**src/rtl/inst_fetch_pkg.sv**
```systemverilog
// Shared types and defaults for the instruction fetch queue.
package inst_fetch_pkg;

   localparam int unsigned PC_WIDTH_DEF   = 5;
   localparam int unsigned INST_WIDTH_DEF = 32;
   localparam int unsigned DEPTH_DEF      = 4;

   // DRAIN waits out a request that was orphaned by a redirect
   typedef enum logic {
      FETCH = 1'b0,
      DRAIN = 1'b1
   } fetch_state_t;

   typedef struct packed {
      logic [PC_WIDTH_DEF-1:0]   pc;
      logic [INST_WIDTH_DEF-1:0] inst;
   } fetch_entry_t;

   function automatic logic [7:0] sat_add8(input logic [7:0] a, input logic [7:0] b);
      logic [8:0] s;
      s = {1'b0, a} + {1'b0, b};
      return s[8] ? 8'hFF : s[7:0];
   endfunction

   function automatic logic [15:0] sat_inc16(input logic [15:0] a, input logic inc);
      return (inc && (a != 16'hFFFF)) ? a + 16'd1 : a;
   endfunction

endpackage

```
**src/rtl/inst_fetch_queue_fifo.sv**
```systemverilog
// fetch_fifo: synchronous FIFO with push/pop/flush and an occupancy count.
// Storage is not reset; only pointers and count are.
module fetch_fifo #(
   parameter int unsigned DEPTH = 4,
   parameter int unsigned WIDTH = 37
) (
   input  logic                         clk,
   input  logic                         rst,
   input  logic                         push,
   input  logic                         pop,
   input  logic                         flush,
   input  logic [WIDTH-1:0]             wdata,
   output logic [WIDTH-1:0]             rdata,
   output logic [$clog2(DEPTH+1)-1:0]   count
);

   localparam int unsigned PTR_W = $clog2(DEPTH);
   localparam int unsigned CNT_W = $clog2(DEPTH+1);

   logic [WIDTH-1:0] mem_q [DEPTH];
   logic [PTR_W-1:0] wr_ptr_q, rd_ptr_q;
   logic [CNT_W-1:0] count_q;

   // Pointer and occupancy tracking; flush empties the queue in one edge
   always_ff @(posedge clk or posedge rst) begin
      if (rst) begin
         wr_ptr_q <= '0;
         rd_ptr_q <= '0;
         count_q  <= '0;
      end else if (flush) begin
         wr_ptr_q <= '0;
         rd_ptr_q <= '0;
         count_q  <= '0;
      end else begin
         if (push) wr_ptr_q <= wr_ptr_q + PTR_W'(1);
         if (pop)  rd_ptr_q <= rd_ptr_q + PTR_W'(1);
         case ({push, pop})
            2'b10:   count_q <= count_q + CNT_W'(1);
            2'b01:   count_q <= count_q - CNT_W'(1);
            default: count_q <= count_q;
         endcase
      end
   end

   // Entry storage write
   always_ff @(posedge clk) begin
      if (push && !flush) mem_q[wr_ptr_q] <= wdata;
   end

   assign rdata = mem_q[rd_ptr_q];
   assign count = count_q;

endmodule

```
**src/rtl/inst_fetch_queue.sv**
```systemverilog
// inst_fetch_queue: sequential fetch address generation, single-outstanding
// memory handshake, {pc, inst} buffering and redirect flush.
// Optional FETCH_PERF_EN adds saturating fetched/discarded counters.
module inst_fetch_queue
   import inst_fetch_pkg::*;
#(
   parameter int unsigned PC_WIDTH   = PC_WIDTH_DEF,
   parameter int unsigned INST_WIDTH = INST_WIDTH_DEF,
   parameter int unsigned DEPTH      = DEPTH_DEF
) (
   input  logic                         clk,
   input  logic                         rst,
   output logic                         mem_req,
   output logic [PC_WIDTH-1:0]          mem_addr,
   input  logic                         mem_ack,
   input  logic [INST_WIDTH-1:0]        mem_inst,
   input  logic                         redirect,
   input  logic [PC_WIDTH-1:0]          redirect_pc,
   output logic                         deq_valid,
   input  logic                         deq_ready,
   output logic [INST_WIDTH-1:0]        deq_inst,
   output logic [PC_WIDTH-1:0]          deq_pc,
   output logic [$clog2(DEPTH+1)-1:0]   count
`ifdef FETCH_PERF_EN
   ,
   output logic [15:0]                  perf_fetched,
   output logic [7:0]                   perf_discarded
`endif
);

   localparam int unsigned CNT_W = $clog2(DEPTH+1);
   localparam int unsigned ENT_W = PC_WIDTH + INST_WIDTH;
   localparam logic [CNT_W-1:0] FULL_COUNT = CNT_W'(DEPTH);

   fetch_state_t          state_q;
   logic [PC_WIDTH-1:0]   fetch_pc_q, req_addr_q, hold_pc_q;
   logic [INST_WIDTH-1:0] hold_inst_q;
   logic                  outstanding_q;
   logic                  push, pop;
   logic [ENT_W-1:0]      head;

   fetch_fifo #(
      .DEPTH (DEPTH),
      .WIDTH (ENT_W)
   ) u_fifo (
      .clk   (clk),
      .rst   (rst),
      .push  (push),
      .pop   (pop),
      .flush (redirect),
      .wdata ({mem_addr, mem_inst}),
      .rdata (head),
      .count (count)
   );

   // Request generation; an outstanding request is held until acked, even across redirects
   always_comb begin
      mem_req   = ~rst & (outstanding_q |
                  ((state_q == FETCH) & ~redirect & (count < FULL_COUNT)));
      mem_addr  = outstanding_q ? req_addr_q : fetch_pc_q;
      push      = (state_q == FETCH) & mem_req & mem_ack & ~redirect;
      deq_valid = (count != '0) & ~redirect;
      pop       = deq_valid & deq_ready;
      deq_pc    = deq_valid ? head[ENT_W-1:INST_WIDTH] : hold_pc_q;
      deq_inst  = deq_valid ? head[INST_WIDTH-1:0]     : hold_inst_q;
   end

   // Fetch PC, outstanding-request tracking and FETCH/DRAIN sequencing
   always_ff @(posedge clk or posedge rst) begin
      if (rst) begin
         state_q       <= FETCH;
         fetch_pc_q    <= '0;
         req_addr_q    <= '0;
         outstanding_q <= 1'b0;
      end else begin
         outstanding_q <= mem_req & ~mem_ack;
         if (mem_req && !outstanding_q) req_addr_q <= fetch_pc_q;
         if (redirect)  fetch_pc_q <= redirect_pc;
         else if (push) fetch_pc_q <= fetch_pc_q + PC_WIDTH'(1);
         case (state_q)
            FETCH:   if (redirect && outstanding_q && !mem_ack) state_q <= DRAIN;
            DRAIN:   if (mem_ack) state_q <= FETCH;
            default: state_q <= FETCH;
         endcase
      end
   end

   // Keep the last presented head stable while nothing is valid
   always_ff @(posedge clk or posedge rst) begin
      if (rst) begin
         hold_pc_q   <= '0;
         hold_inst_q <= '0;
      end else if (deq_valid) begin
         hold_pc_q   <= head[ENT_W-1:INST_WIDTH];
         hold_inst_q <= head[INST_WIDTH-1:0];
      end
   end

`ifdef FETCH_PERF_EN
   logic [15:0] perf_fetched_q;
   logic [7:0]  perf_discarded_q;
   logic        resp_dropped;
   logic [7:0]  discard_inc;

   assign resp_dropped = mem_req & mem_ack & (redirect | (state_q == DRAIN));
   assign discard_inc  = (redirect ? 8'(count) : 8'd0) + {7'd0, resp_dropped};

   // Saturating event counters
   always_ff @(posedge clk or posedge rst) begin
      if (rst) begin
         perf_fetched_q   <= '0;
         perf_discarded_q <= '0;
      end else begin
         perf_fetched_q   <= sat_inc16(perf_fetched_q, push);
         perf_discarded_q <= sat_add8(perf_discarded_q, discard_inc);
      end
   end

   assign perf_fetched   = perf_fetched_q;
   assign perf_discarded = perf_discarded_q;
`endif

endmodule

```
**config.mk**
```make
export PLATFORM = sky130hd
export DESIGN_NAME = inst_fetch_queue
export DESIGN_NICKNAME = d
export VERILOG_FILES = /design/src/rtl/inst_fetch_pkg.sv /design/src/rtl/inst_fetch_queue_fifo.sv /design/src/rtl/inst_fetch_queue.sv
export SDC_FILE = /design/constraint.sdc
export NUM_CORES = 1
export LEC_CHECK = 0
export BUFFER_PORTS_ARGS = -buffer_cell sky130_fd_sc_hd__buf_4
export CORE_ASPECT_RATIO = 0.6
export CORE_UTILIZATION = 40
export DETAILED_ROUTE_END_ITERATION = 6
export MAX_ROUTING_LAYER = met4
export PLACE_DENSITY = 0.65
export SYNTH_ARGS = -nofsm -noshare
export SYNTH_HDL_FRONTEND = slang
export SYNTH_SLANG_ARGS = --single-unit
```
**constraint.sdc**
```tcl
create_clock -name clk -period 8 [get_ports clk]
set_clock_uncertainty 0.1 [all_clocks]
set_input_delay 0 -clock clk [delete_from_list [all_inputs] [get_ports clk]]
set_output_delay 0 -clock clk [all_outputs]
set_load 0.05 [all_outputs]
```
## Yosys cells after proc, flatten, opt, wreduce, memory -nomap -nowiden

Memory sizes are Yosys's and may differ from the RTL's.
Cells that the tools add are included.

- Bits in registers: 56
- Word-level logic and storage cells: 59
- Memories: 1
- Memory bits (writable): 148
- Input port bits: 42

- Reductions and logical operators: 11
- Add/subtract/negate cells: 5
- Mux-type cells: 16
- Equality and inequality tests: 2
- Order comparisons: 1
- Bitwise operators: 14

Memory list:

| memory | words | bits a word | rd ports | clocked after Yosys merged registers in | write ports | RTL line | RTL |
|---|---|---|---|---|---|---|---|
| u_fifo.mem_q | 4 | 37 | 1 | 0 | 1 | inst_fetch_queue_fifo.sv:20 | `logic [WIDTH-1:0] mem_q [DEPTH];` |

Operators with widths:

| kind | count |
|---|---|
| $mux 32 | 1 |
| $mux 5 | 4 |
| $and 1x1->1 | 9 |
| $mux 2 | 4 |
| $pmux 3 s2 | 1 |
| $reduce_bool 3->1 | 2 |
| $add 5x1->5 const B | 1 |
| $add 2x1->2 const B | 2 |
| $logic_and 1x1->1 | 4 |
| $mux 1 | 4 |
| $not 1->1 | 4 |
| $reduce_bool 2->1 | 2 |
| $add 3x1->3 const B | 1 |
| $logic_not 1->1 | 3 |
| $lt 3x3->1 const B | 1 |
| $mux 3 | 1 |
| $sub 3x1->3 const B | 1 |
| $eq 2x1->1 const B | 1 |
| $eq 2x2->1 const B | 1 |
| $pmux 1 s2 | 1 |
| $or 1x1->1 | 1 |

## Logic depth before layout (Yosys ltp)

Gate-level depths: netlist (run 1).

- Depth in word-level cells: 11
- Depth in mapped cells: 9
- Mapped depth without buffers: 8

## Modules after synthesis

Synthesis (run 1) repeated with hierarchy kept, for this count alone.

- Cell total of the unflattened synthesis: 377
- Area total of the unflattened synthesis: 7777.5 µm²

Modules (own cells, without submodules):

| module | cells an instance | area each (µm²) | times used |
|---|---|---|---|
| fetch_fifo | 235 | 5760.5 | 1 |
| inst_fetch_queue | 142 | 2016.9 | 1 |

## Worst setup path after synthesis (run 1)

No wires, ideal clock.

- Kind: reg2reg
- Start: register u_fifo.count_q[2], in the netlist u_fifo.count[2]
- End: register u_fifo.count_q[1], in the netlist u_fifo.count[1]
- Required time: 7.769 ns
- Library setup time: 0.131 ns
- Buffers on the path: 1
- Arrival time: 2.345 ns
- Slack: 5.424 ns
- Clock period less this slack: 2.576 ns
- Stages on the path, launching flop included: 10
- Path through: dfrtp_1 -> o21bai_2 -> and2_1 -> buf_2 -> nor3_1 -> fa_1 -> nor2b_1 -> and4_1 -> a41oi_1 -> nand3_1

- Word-level cells in the longest chain between the ends: 10
- Elaborated cells on any way between the ends: 15
- Classes of those cells: 1 x order compare; 2 x eq/ne; 2 x mux; 8 x bitwise; 2 x reduce/logical

Ends and longest elaborated chain:

| element | RTL line | RTL |
|---|---|---|
| start, declared | inst_fetch_queue_fifo.sv:22 | `logic [CNT_W-1:0] count_q;` |
| start signal, assigned | inst_fetch_queue_fifo.sv:38 | `2'b10: count_q <= count_q + CNT_W'(1);` |
| start signal, assigned | inst_fetch_queue_fifo.sv:39 | `2'b01: count_q <= count_q - CNT_W'(1);` |
| start signal, assigned | inst_fetch_queue_fifo.sv:40 | `default: count_q <= count_q;` |
| $lt 3x3->1 | inst_fetch_queue.sv:59 | `((state_q == FETCH) & ~redirect & (count < FULL_COUNT)));` |
| $and 1x1->1 | inst_fetch_queue.sv:59 |  |
| $or 1x1->1 | inst_fetch_queue.sv:58 | `mem_req = ~rst & (outstanding_q \|` |
| $and 1x1->1 | inst_fetch_queue.sv:58 |  |
| $and 1x1->1 (3 in a row) | inst_fetch_queue.sv:61 | `push = (state_q == FETCH) & mem_req & mem_ack & ~redirect;` |
| $eq 2x1->1 or $eq 2x2->1 (tied branches) | inst_fetch_queue_fifo.sv:37 | `case ({push, pop})` |
| $pmux 3 s2 | inst_fetch_queue_fifo.sv:37 |  |
| $mux 3 | inst_fetch_queue_fifo.sv:30 | `end else if (flush) begin` |

Several ways; a longest one is shown, not always the timed one.
A chain may end at the register's enable or synchronous reset.

## Worst setup path in the final report (run 1)

- Start: register state_q
- End: register u_fifo.count_q[1], in the netlist u_fifo.count[1]

- Word-level cells in the longest chain between the ends: 11
- Elaborated cells on any way between the ends: 13
- Classes of those cells: 2 x eq/ne; 2 x mux; 8 x bitwise; 1 x reduce/logical

Ends and longest elaborated chain:

| element | RTL line | RTL |
|---|---|---|
| start, declared | inst_fetch_queue.sv:35 | `fetch_state_t state_q;` |
| start signal, assigned | inst_fetch_queue.sv:71 | `state_q <= FETCH;` |
| start signal, assigned | inst_fetch_queue.sv:81 | `FETCH: if (redirect && outstanding_q && !mem_ack) state_q <= DRAIN;` |
| start signal, assigned | inst_fetch_queue.sv:82 | `DRAIN: if (mem_ack) state_q <= FETCH;` |
| $not 1->1 (*) | -- |  |
| $and 1x1->1 (2 in a row) | inst_fetch_queue.sv:59 |  |
| $or 1x1->1 | inst_fetch_queue.sv:58 |  |
| $and 1x1->1 | inst_fetch_queue.sv:58 |  |
| $and 1x1->1 (*) (3 in a row) | inst_fetch_queue.sv:61 |  |
| $eq 2x1->1 or $eq 2x2->1 (tied branches) | inst_fetch_queue_fifo.sv:37 |  |
| $pmux 3 s2 | inst_fetch_queue_fifo.sv:37 |  |
| $mux 3 | inst_fetch_queue_fifo.sv:30 |  |

Mark *: on every way between the ends. The rest lies on a longest branch, timed or not.

==> impl_results.md, run 1 <==
- Data arrival time of the worst path: 3740 ps
- Final Hold Viols: 0
- Routed Antenna Nets: 0
- Number of nets in the final layout: 574
- Post-route DRC violation count: 0
- Type of origin of the critical path: flip-flop
- Async set-reset flop share out of synthesis: 0.275
- Fin Setup TNS: 0 ps
- Max_cap viols: 0
- First-pass GRT wire length: 23.9 mm
- Critical R2R Capture: u_fifo.count[1]
- TritonCTS clock tree: yes
- HPWL after DPL: 9.04 mm
- Vias in the first global route: 4293
- Biggest area contributors in the synthesized netlist: sky130_fd_sc_hd__edfxtp_1 (56%), sky130_fd_sc_hd__dfrtp_1 (18%), sky130_fd_sc_hd__mux4_2 (11%), sky130_fd_sc_hd__mux2_2 (6.0%), sky130_fd_sc_hd__mux2_1 (0.86%)
- Synthesized-area fraction occupied by and/or/nand/nor cells: 0.0342
- List of cells traversed by the critical path: nor3b_1, and2_1, nor3_1, fa_1, nor2b_1, and4_1, a41oi_1, nand3_1
- Area share of xor/xnor cells in the synthesized design: 0.00890
- Leading register cell type out of synthesis: sky130_fd_sc_hd__edfxtp_1
- Number of flip-flops and latches in the synthesized netlist: 204
- Buffer levels on the longest clock path: 3
- Cell with the most instances after synthesis: sky130_fd_sc_hd__edfxtp_1
- Number of buffers created by CTS: 18
- Final critical-path share of the clock period: 0.437
- Number of I/O port buffers: 88
- Slowest cell on the critical path: sky130_fd_sc_hd__nor3b_1
- Proportion of synthesized chip area in sequential cells: 0.742
- WP depth: 8
- Inserted Diodes: 0
- Number of stages on the worst hold path: 3
- Adder and majority cell fraction of the synthesized area: 0.0105
- Delay-heaviest family, CP: simple AND/OR/NAND/NOR gates
- Pwr Density: 298 nW/um^2
- Die extent in x: 183 microns
- Die Outline Area: 20300 sq um
- Area Growth Syn to Fin: 24.2%
- Iter 0 DRT Violations: 248
- H-tree levels: 1
- Clock slew seen by the registers of the worst setup and hold paths: 70 ps
- Main combinational cell family by area after synthesis: multiplexers
- Yosys top cell area share: 0.564
- Run status: complete, no violations
- Layout cell share with drive strength beyond 1: 0.381
- Clock Latency Late Sink: 470 ps
- Compound-Gate Fraction of Synth Area: 0.0130
- Largest net degree at the start of global routing: 57
- Number of vias after detailed routing: 4047
- Normalized max-slew margin: 0.135
- Maximum vdd drop: 0.000227 V
- Total length of routed wires: 14.9 mm
- Number of cells traversed by the worst register-to-register path: 8
- Worst min-delay path class: primary input to flip-flop
- Number of vias per cell after detailed routing: 5.03
- Post-synthesis area per instance: 20.1 sq um
- Worst-path fanout max: 12
- Antenna violations before repair: 0
- Count of filler cells inserted in the layout: 1547
- Setup Viol. Count Final: 0
- Row Count: 39
- Cell taking the most area after synthesis: sky130_fd_sc_hd__edfxtp_1
- Cell area after synthesis: 7880 sq um
- Gate count after technology mapping: 391
- Leakage power total: 3.50 nW
- Worst min-delay path startpoint: mem_ack
- Sort of element at the end of the critical path: flip-flop
- Largest incremental delay on the critical path: 1050 ps
- Core Box Area: 19100 sq um
- Time the final worst path needs with I/O delays and setup: 3500 ps
- Total iterations of the first detailed-routing run: 4
- I/O pin cnt: 89
- Overflow left after global routing: 0
- Synthesized net count: 439
- Count of buffering cells on the critical path with inverters included: 0
- GRT Resource Usage Total: 0.158
- Die Span Y: 111 microns
- Peak Freq: 286 MHz
- Synth Warn #: 0
- Starting density of the core: 0.412
- Startpoint of the most critical register-to-register path: state_q
- Final GP Congestion: 0.750
- Number of distinct library cell variants in the gate-level netlist after synthesis: 39
- Multiplexer share of the synthesized area: 0.176
- Average wire per cell in the routed design: 18.5 microns
- Required @ worst endpoint: 8250 ps
- RSZ-0062 raised after global routing: false
- Clk Tree Root Cell: sky130_fd_sc_hd__clkbuf_16
- Layout Utilization: 0.511
- Sinks on Clock Net: 204
- Tightest Pin Transition: 1290 ps
- Class of the most critical setup path: flip-flop to flip-flop
- EDFF count, synth: 148
- Worst Hold Path EP: state_q
- Leading cell types by count after synthesis: sky130_fd_sc_hd__edfxtp_1 (148), sky130_fd_sc_hd__dfrtp_1 (56), sky130_fd_sc_hd__mux2_2 (42)
- Number of slew-limit violations in the final report: 0
- R2R setup slack: 4500 ps
==> worst register-to-register path: cells and delay by family (launching register included) <==
kind | cells | cell delay, ps
adder cells (fa/ha/maj) | 1 | 490
flip-flops | 1 | 410
AO/OA/AOI/OAI | 1 | 200
AND/OR/NAND/NOR | 6 | 2170
==> power by group <==
group	switching, W	internal (W)
Clock	0.000360	0.000472
Sequential	0.0000393	0.00125
Combinational	0.000523	0.000269
==> per-layer routing <==
metal	up-vias	share of wire	global-route usage
li1	1805	-	-
met1	2114	0.49	0.233
met2	107	0.45	0.234
met3	21	0.040	0.0263
met4	0	0.016	0.0317
met5	-	0	-
==> how the worst max path moves through the flow <==
stage,end,startpoint,slack [ps]
6_report,u_fifo.count[1],state_q,4500
5_1_grt,u_fifo.count[1],state_q,4280
4_1_cts,u_fifo.count[1],state_q,4550
3_5_place_dp,u_fifo.count[1],state_q,4610
3_3_place_gp,u_fifo.count[1],state_q,4880
2_1_floorplan,u_fifo.count[1],u_fifo.count[2],5420
==> stage by stage <==
stage	instances	hold WS, ps	total power, W	setup slack, ps	cell area (sq um)
after floorplan	391	-33.6	0.00186	5420	7880
after global placement	730	72.2	0.00208	4880	8800
after detailed placement	730	79.5	0.00209	4610	8800
after CTS	804	131	0.00294	4550	9780
after global routing	804	155	0.00302	4280	9780
final	804	158	0.00291	4500	9780
==> cells in the final DEF (no fill, tap or decap), types with 2 or more instances in the layout <==
cell type and instances:
sky130_fd_sc_hd__nor2_4 2, sky130_fd_sc_hd__clkbuf_16 19, sky130_fd_sc_hd__xor2_1 4, sky130_fd_sc_hd__nor2_1 11
sky130_fd_sc_hd__clkinv_1 3, sky130_fd_sc_hd__edfxtp_1 148, sky130_fd_sc_hd__and2_1 2, sky130_fd_sc_hd__nand2b_1 3
sky130_fd_sc_hd__ha_1 5, sky130_fd_sc_hd__nor2b_1 2, sky130_fd_sc_hd__and2_2 4, sky130_fd_sc_hd__mux4_2 37
sky130_fd_sc_hd__clkbuf_8 4, sky130_fd_sc_hd__nand2_1 8, sky130_fd_sc_hd__xnor2_1 4, sky130_fd_sc_hd__mux2_1 6
sky130_fd_sc_hd__a41oi_1 2, sky130_fd_sc_hd__dlygate4sd3_1 42, sky130_fd_sc_hd__o21ai_1 6, sky130_fd_sc_hd__mux2_2 42
sky130_fd_sc_hd__a21oi_1 4, sky130_fd_sc_hd__dfrtp_1 54, sky130_fd_sc_hd__clkbuf_1 5, sky130_fd_sc_hd__nand4_1 2
sky130_fd_sc_hd__buf_4 91, sky130_fd_sc_hd__nor3_1 3, sky130_fd_sc_hd__dfrtp_2 2, sky130_fd_sc_hd__inv_1 2
sky130_fd_sc_hd__nand3_1 5
==> layout make-up <==
cell class / count / area, sq um / area share
inverters: 3 / 11.3 / 0.00115
well taps: 266 / 333 / 0.0340
flip-flops and latches: 204 / 5850 / 0.598
clock buffers: 28 / 549 / 0.0562
repair buffers: 133 / 1100 / 0.113
multi-input cells: 166 / 1920 / 0.196
clock inverters: 4 / 16.3 / 0.00166
==> logic make-up (layout without fill, tap and decap cells) <==
kind of cell | count (synthesis) | after routing
multiplexers | 86 | 86
XOR/XNOR | 8 | 8
flip-flops | 204 | 204
buffers and inverters | 21 | 168
AO/OA/AOI/OAI | 16 | 16
adder cells (fa/ha/maj) | 6 | 6
AND/OR/NAND/NOR | 50 | 50
==> state kept, by name (all words and copies together) (netlist names) <==
name,flops
u_fifo.rd_ptr_q,2
state_q,1
outstanding_q,1
u_fifo.count,3
u_fifo.mem_q,148
req_addr_q,5
u_fifo.wr_ptr_q,2
hold_inst_q,32
hold_pc_q,5
fetch_pc_q,5
==> timing repair <==
action | in CTS | in global routing
resized for setup | 0 | 0
hold buffers | 42 | 0
buffers inserted | 0 | 0
endpoints found under the hold margin | 203 | 0
Note: power is estimated with default switching activity, not from simulation.
==> run 2, diff against run 1 <==
- PLACE_DENSITY: 0.65 -> 0.67
- clock period: 8 -> 2.95 ns (I/O delays scaled with it)
==> impl_results.md, run 2 (synthesized netlist as in run 1, its figures left out) <==
- Run status: complete, no violations
- Startpoint of the most critical register-to-register path: u_fifo.count[2]
- Number of slew-limit violations in the final report: 0
- Data arrival time of the worst path: 2470 ps
- I/O pin cnt: 89
- Worst Hold Margin: 142 ps
- Number of I/O port buffers: 88
- Layout cell share with drive strength beyond 1: 0.399
- Antenna violations before repair: 1
- R2R setup slack: 420 ps
- Required @ worst endpoint: 2850 ps
- Routed Antenna Nets: 0
- Iter 0 DRT Violations: 269
- Clock slew seen by the registers of the worst setup and hold paths: 70 ps
- Final Hold Viols: 0
- Die Outline Area: 20300 sq um
- Count of filler cells inserted in the layout: 1545
- Largest net degree at the start of global routing: 38
- Core Box Area: 19100 sq um
- Flip-flop and latch area: 5850 sq um
- Number of flip-flops under the largest register name: 148
- Die extent in x: 183 microns
- Class of the most critical setup path: flip-flop to output port
- Normalized max-slew margin: 0.610
- Clock network fraction of total power: 0.316
- Cell area after placement: 8940 sq um
- Time the final worst path needs with I/O delays and setup: 2570 ps
- Critical path destination: deq_inst[4]
- Sinks on Clock Net: 204
- Post-route DRC violation count: 0
- Overflow left after global routing: 0
- Register with the highest flop count: u_fifo.mem_q
- Worst min-delay path class: primary input to flip-flop
- Type of origin of the critical path: flip-flop
- Maximum vdd drop: 0.000603 V
- Sort of element at the end of the critical path: output port
- Vias in the first global route: 4369
- Total iterations of the first detailed-routing run: 4
- Cell area after layout: 10100 sq um
- Fin Setup TNS: 0 ps
- Number of nets in the final layout: 586
- Buffer levels on the longest clock path: 3
- Tightest Pin Transition: 586 ps
- H-tree levels: 1
- Area Growth Syn to Fin: 27.7%
- Switching Share: 0.309
- Peak Freq: 389 MHz
- Leakage power total: 3.62 nW
- Final critical-path share of the clock period: 0.871
- Sw power: 0.00257 W
- Setup Viol. Count Final: 0
- Number of buffers created by CTS: 20
- Largest registers: u_fifo.mem_q x148, hold_inst_q x32
- TritonCTS clock tree: yes
- Number of cells traversed by the worst register-to-register path: 8
- Number of vias after detailed routing: 4094
- Total length of routed wires: 15.1 mm
- Commonest cells after routing, fill and taps aside: sky130_fd_sc_hd__edfxtp_1 (148), sky130_fd_sc_hd__buf_4 (94), sky130_fd_sc_hd__dfrtp_1 (54), sky130_fd_sc_hd__dlygate4sd3_1 (43), sky130_fd_sc_hd__mux2_2 (42)
- Cell-internal power: 0.00575 W
- Final GP Congestion: 0.751
- Clk Tree Root Cell: sky130_fd_sc_hd__clkbuf_16
- Footprint of the multi-input gates: 1920 sq um
- Leading cell type in the layout, fill and taps excluded: sky130_fd_sc_hd__edfxtp_1
- Combinational power share: 0.266
- First-pass GRT wire length: 24.2 mm
- Part of the total power dissipated in sequential elements: 0.418
- CP Launch Point: u_fifo.count[2]
- RSZ-0062 raised after global routing: false
- Worst min-delay path startpoint: mem_ack
- GRT Resource Usage Total: 0.162
- Max_cap viols: 0
- Number of vias per cell after detailed routing: 5.00
- Average wire per cell in the routed design: 18.4 microns
- HPWL after DPL: 8.78 mm
- Worst-path fanout max: 37
- Number of post-CTS setup repair buffers: 0
- Starting density of the core: 0.412
- Clock Latency Late Sink: 480 ps
- Pwr Density: 827 nW/um^2
- Row Count: 39
- Die Span Y: 111 microns
- Critical R2R Capture: u_fifo.count[1]
- Post-route total power: 0.00832 W
run 2: area by class of cell:
class | instances | area share
Tap cell | 266 | 0.0331
Clock buffer | 29 | 0.0572
Clock inverter | 7 | 0.0112
Inverter | 3 | 0.00112
Antenna cell | 1 | 0.000249
Sequential cell | 204 | 0.581
Timing Repair Buffer | 143 | 0.125
Multi-Input combinational cell | 166 | 0.191
run 2: layer usage:
layer	up-vias	global-route usage	share of wire	routed length, microns
met3	25	0.0345	0.044	664
li1	1837	-	-	-
met4	0	0.0300	0.014	218
met2	99	0.246	0.45	6810
met1	2133	0.229	0.49	7360
met5	-	-	0	0
run 2: how the worst min path moves through the flow:
stage	endpoint	slack [ps]	cells after the start
2_1_floorplan	state_q	-30	1
3_3_place_gp	u_fifo.count[1]	-70	2
3_5_place_dp	u_fifo.count[1]	-60	2
4_1_cts	outstanding_q	130	3
5_1_grt	u_fifo.mem_q[2][26]	140	2
6_report	outstanding_q	140	3
run 2: timing repair:
item / CTS / global route
endpoints found under the hold margin: 203 / 0
resized for setup: 0 / 0
hold buffers: 43 / 0
run 2: power by group through the flow:
stage	clock [W]	combinational, W	sequential, W
after CTS	0.00270	0.00223	0.00349
after global placement	0	0.00215	0.00353
after floorplan	0	0.00154	0.00352
after global routing	0.00282	0.00231	0.00352
final	0.00263	0.00221	0.00348
after detailed placement	0	0.00218	0.00354
run 2: critical path, stage by stage (launching register included):
cell	delay [ps]
sky130_fd_sc_hd__dfrtp_1	570
sky130_fd_sc_hd__nor3_2	130
sky130_fd_sc_hd__nor2_4	100
sky130_fd_sc_hd__buf_4	480
sky130_fd_sc_hd__mux2_2	460
sky130_fd_sc_hd__buf_4	210
run 2: per-stage QoR:
step | std cells | util | setup slack (ps)
detailed placement | 739 | 0.467 | 456
CTS | 818 | 0.526 | 352
finish | 819 | 0.526 | 381
floorplan | 391 | - | 374
global placement | 739 | 0.467 | 511
global route | 819 | 0.526 | 225
==> run 3, diff against run 2 <==
- PLACE_DENSITY: 0.67 -> 0.65
- clock period: 2.95 -> 2.6 ns (I/O delays scaled with it)
==> impl_results.md, run 3 (synthesized netlist as in run 1, its figures left out) <==
- Layout cell share with drive strength beyond 1: 0.415
- Final Hold Viols: 0
- Clk Tree Root Cell: sky130_fd_sc_hd__clkbuf_16
- Worst-path fanout max: 20
- Maximum vdd drop: 0.000714 V
- R2R setup slack: 190 ps
- Number of vias after detailed routing: 4132
- Data arrival time of the worst path: 2330 ps
- Time the final worst path needs with I/O delays and setup: 2430 ps
- Die Outline Area: 20300 sq um
- Tightest Pin Transition: 679 ps
- Area Growth Syn to Fin: 28.3%
- Antenna violations before repair: 1
- Number of nets in the final layout: 595
- Class of the most critical setup path: flip-flop to output port
- Peak Freq: 411 MHz
- Clock Latency Late Sink: 480 ps
- TritonCTS clock tree: yes
- Leakage power total: 3.66 nW
- Type of origin of the critical path: flip-flop
- Die extent in x: 183 microns
- Iter 0 DRT Violations: 209
- Worst min-delay path class: primary input to asynchronous set/reset pin
- Number of vias per cell after detailed routing: 4.99
- First-pass GRT wire length: 24.9 mm
- Leading cell type in the layout, fill and taps excluded: sky130_fd_sc_hd__edfxtp_1
- Number of flip-flops under the largest register name: 148
- Row Count: 39
- Buffer levels on the longest clock path: 3
- I/O pin cnt: 89
- Average wire per cell in the routed design: 19.1 microns
- Starting density of the core: 0.412
- Required @ worst endpoint: 2500 ps
- Sinks on Clock Net: 204
- Register with the highest flop count: u_fifo.mem_q
- Largest net degree at the start of global routing: 31
- Run status: complete, no violations
- Commonest cells after routing, fill and taps aside: sky130_fd_sc_hd__edfxtp_1 (148), sky130_fd_sc_hd__buf_4 (105), sky130_fd_sc_hd__dfrtp_1 (54), sky130_fd_sc_hd__mux2_2 (42), sky130_fd_sc_hd__dlygate4sd3_1 (42)
- Final critical-path share of the clock period: 0.936
- RSZ-0062 raised after global routing: false
- Routed Antenna Nets: 0
- Core Box Area: 19100 sq um
- Largest registers: u_fifo.mem_q x148, hold_inst_q x32
- Layout Utilization: 0.528
- Total iterations of the first detailed-routing run: 5
- Sort of element at the end of the critical path: output port
- Post-route DRC violation count: 0
- Final GP Congestion: 0.751
- GRT Resource Usage Total: 0.166
- Total length of routed wires: 15.8 mm
- Clock slew seen by the registers of the worst setup and hold paths: 70 ps
- H-tree levels: 1
- Number of I/O port buffers: 88
- Setup Viol. Count Final: 0
- HPWL after DPL: 9.57 mm
- Number of slew-limit violations in the final report: 0
- Vias in the first global route: 4522
- Pwr Density: 931 nW/um^2
- Overflow left after global routing: 0
- Fin Setup TNS: 0 ps
- Die Span Y: 111 microns
- Number of buffers created by CTS: 20
- Max_cap viols: 0
- Normalized max-slew margin: 0.546
-- run 3: cell count changes in the layout (fill, tap and decap cells not counted) --
cell,change
sky130_fd_sc_hd__dfrtp_2,-1
sky130_fd_sc_hd__buf_4,+11
sky130_fd_sc_hd__buf_12,-1
sky130_fd_sc_hd__clkbuf_1,-3
sky130_fd_sc_hd__clkinv_2,-1
sky130_fd_sc_hd__bufinv_16,-2
sky130_fd_sc_hd__dlygate4sd3_1,-1
sky130_fd_sc_hd__dfrtp_4,+1
sky130_fd_sc_hd__clkbuf_8,+3
sky130_fd_sc_hd__clkinvlp_4,+3
-- run 3: final timing paths --
| kind | from | endpoint | cells after the start |
|---|---|---|---|
| max | u_fifo.rd_ptr_q[0] | deq_pc[2] | 4 |
| min | rst | state_q | 3 |
| max reg2reg | u_fifo.count[1] | u_fifo.count[1] | 8 |
| min reg2reg | req_addr_q[1] | req_addr_q[1] | 1 |
| max in group asynchronous | rst | hold_inst_q[16] | 4 |
| min in group clk | mem_ack | outstanding_q | 3 |
-- run 3: what timing repair did --
action / in CTS / in global routing
setup buffers: 0 / 3
endpoints found under the hold margin: 173 / 0
hold buffers: 42 / 0
gates resized for setup: 0 / 1
endpoints found under the setup margin: 0 / 19
-- run 3: critical path, cell delays in order (launching register included) --
cell	delay (ps)
sky130_fd_sc_hd__dfrtp_4	560
sky130_fd_sc_hd__buf_12	250
sky130_fd_sc_hd__mux4_2	520
sky130_fd_sc_hd__mux2_2	310
sky130_fd_sc_hd__buf_4	200
-- run 3: cell type report --
cell class,count,area (sq um)
Clock inverter,7,70.1
Clock buffer,29,606
Tap cell,266,333
Fill cell,1570,9030
Multi-Input combinational cell,166,1920
Sequential cell,204,5850
Antenna cell,1,2.50
Inverter,3,11.3
Timing Repair Buffer,152,1310
-- run 3: layer usage --
layer | share of wire | track usage
met5 | 0 | -
met4 | 0.014 | 0.0361
met3 | 0.049 | 0.0355
met2 | 0.47 | 0.256
met1 | 0.47 | 0.229
-- run 3: report_power, final --
group	total, W	internal [W]	leakage (nW)	switching [W]
clock network	0.00290	0.00172	0.321	0.00118
registers	0.00396	0.00385	2.02	0.000108
logic	0.00254	0.000856	1.32	0.00169
total	0.00940	0.00643	3.66	0.00298
-- run 3: per-stage QoR --
step	worst slack [ps]	power [W]	hold WS, ps	cell area, sq um	instances
2_1_floorplan	23.7	0.00574	-33.6	7880	391
3_3_place_gp	304	0.00648	72.0	8980	746
3_5_place_dp	220	0.00652	80.0	8980	746
4_1_cts	20.6	0.00949	131	10100	824
5_1_grt	59.7	0.00976	145	10100	828
6_report	167	0.00940	109	10100	828
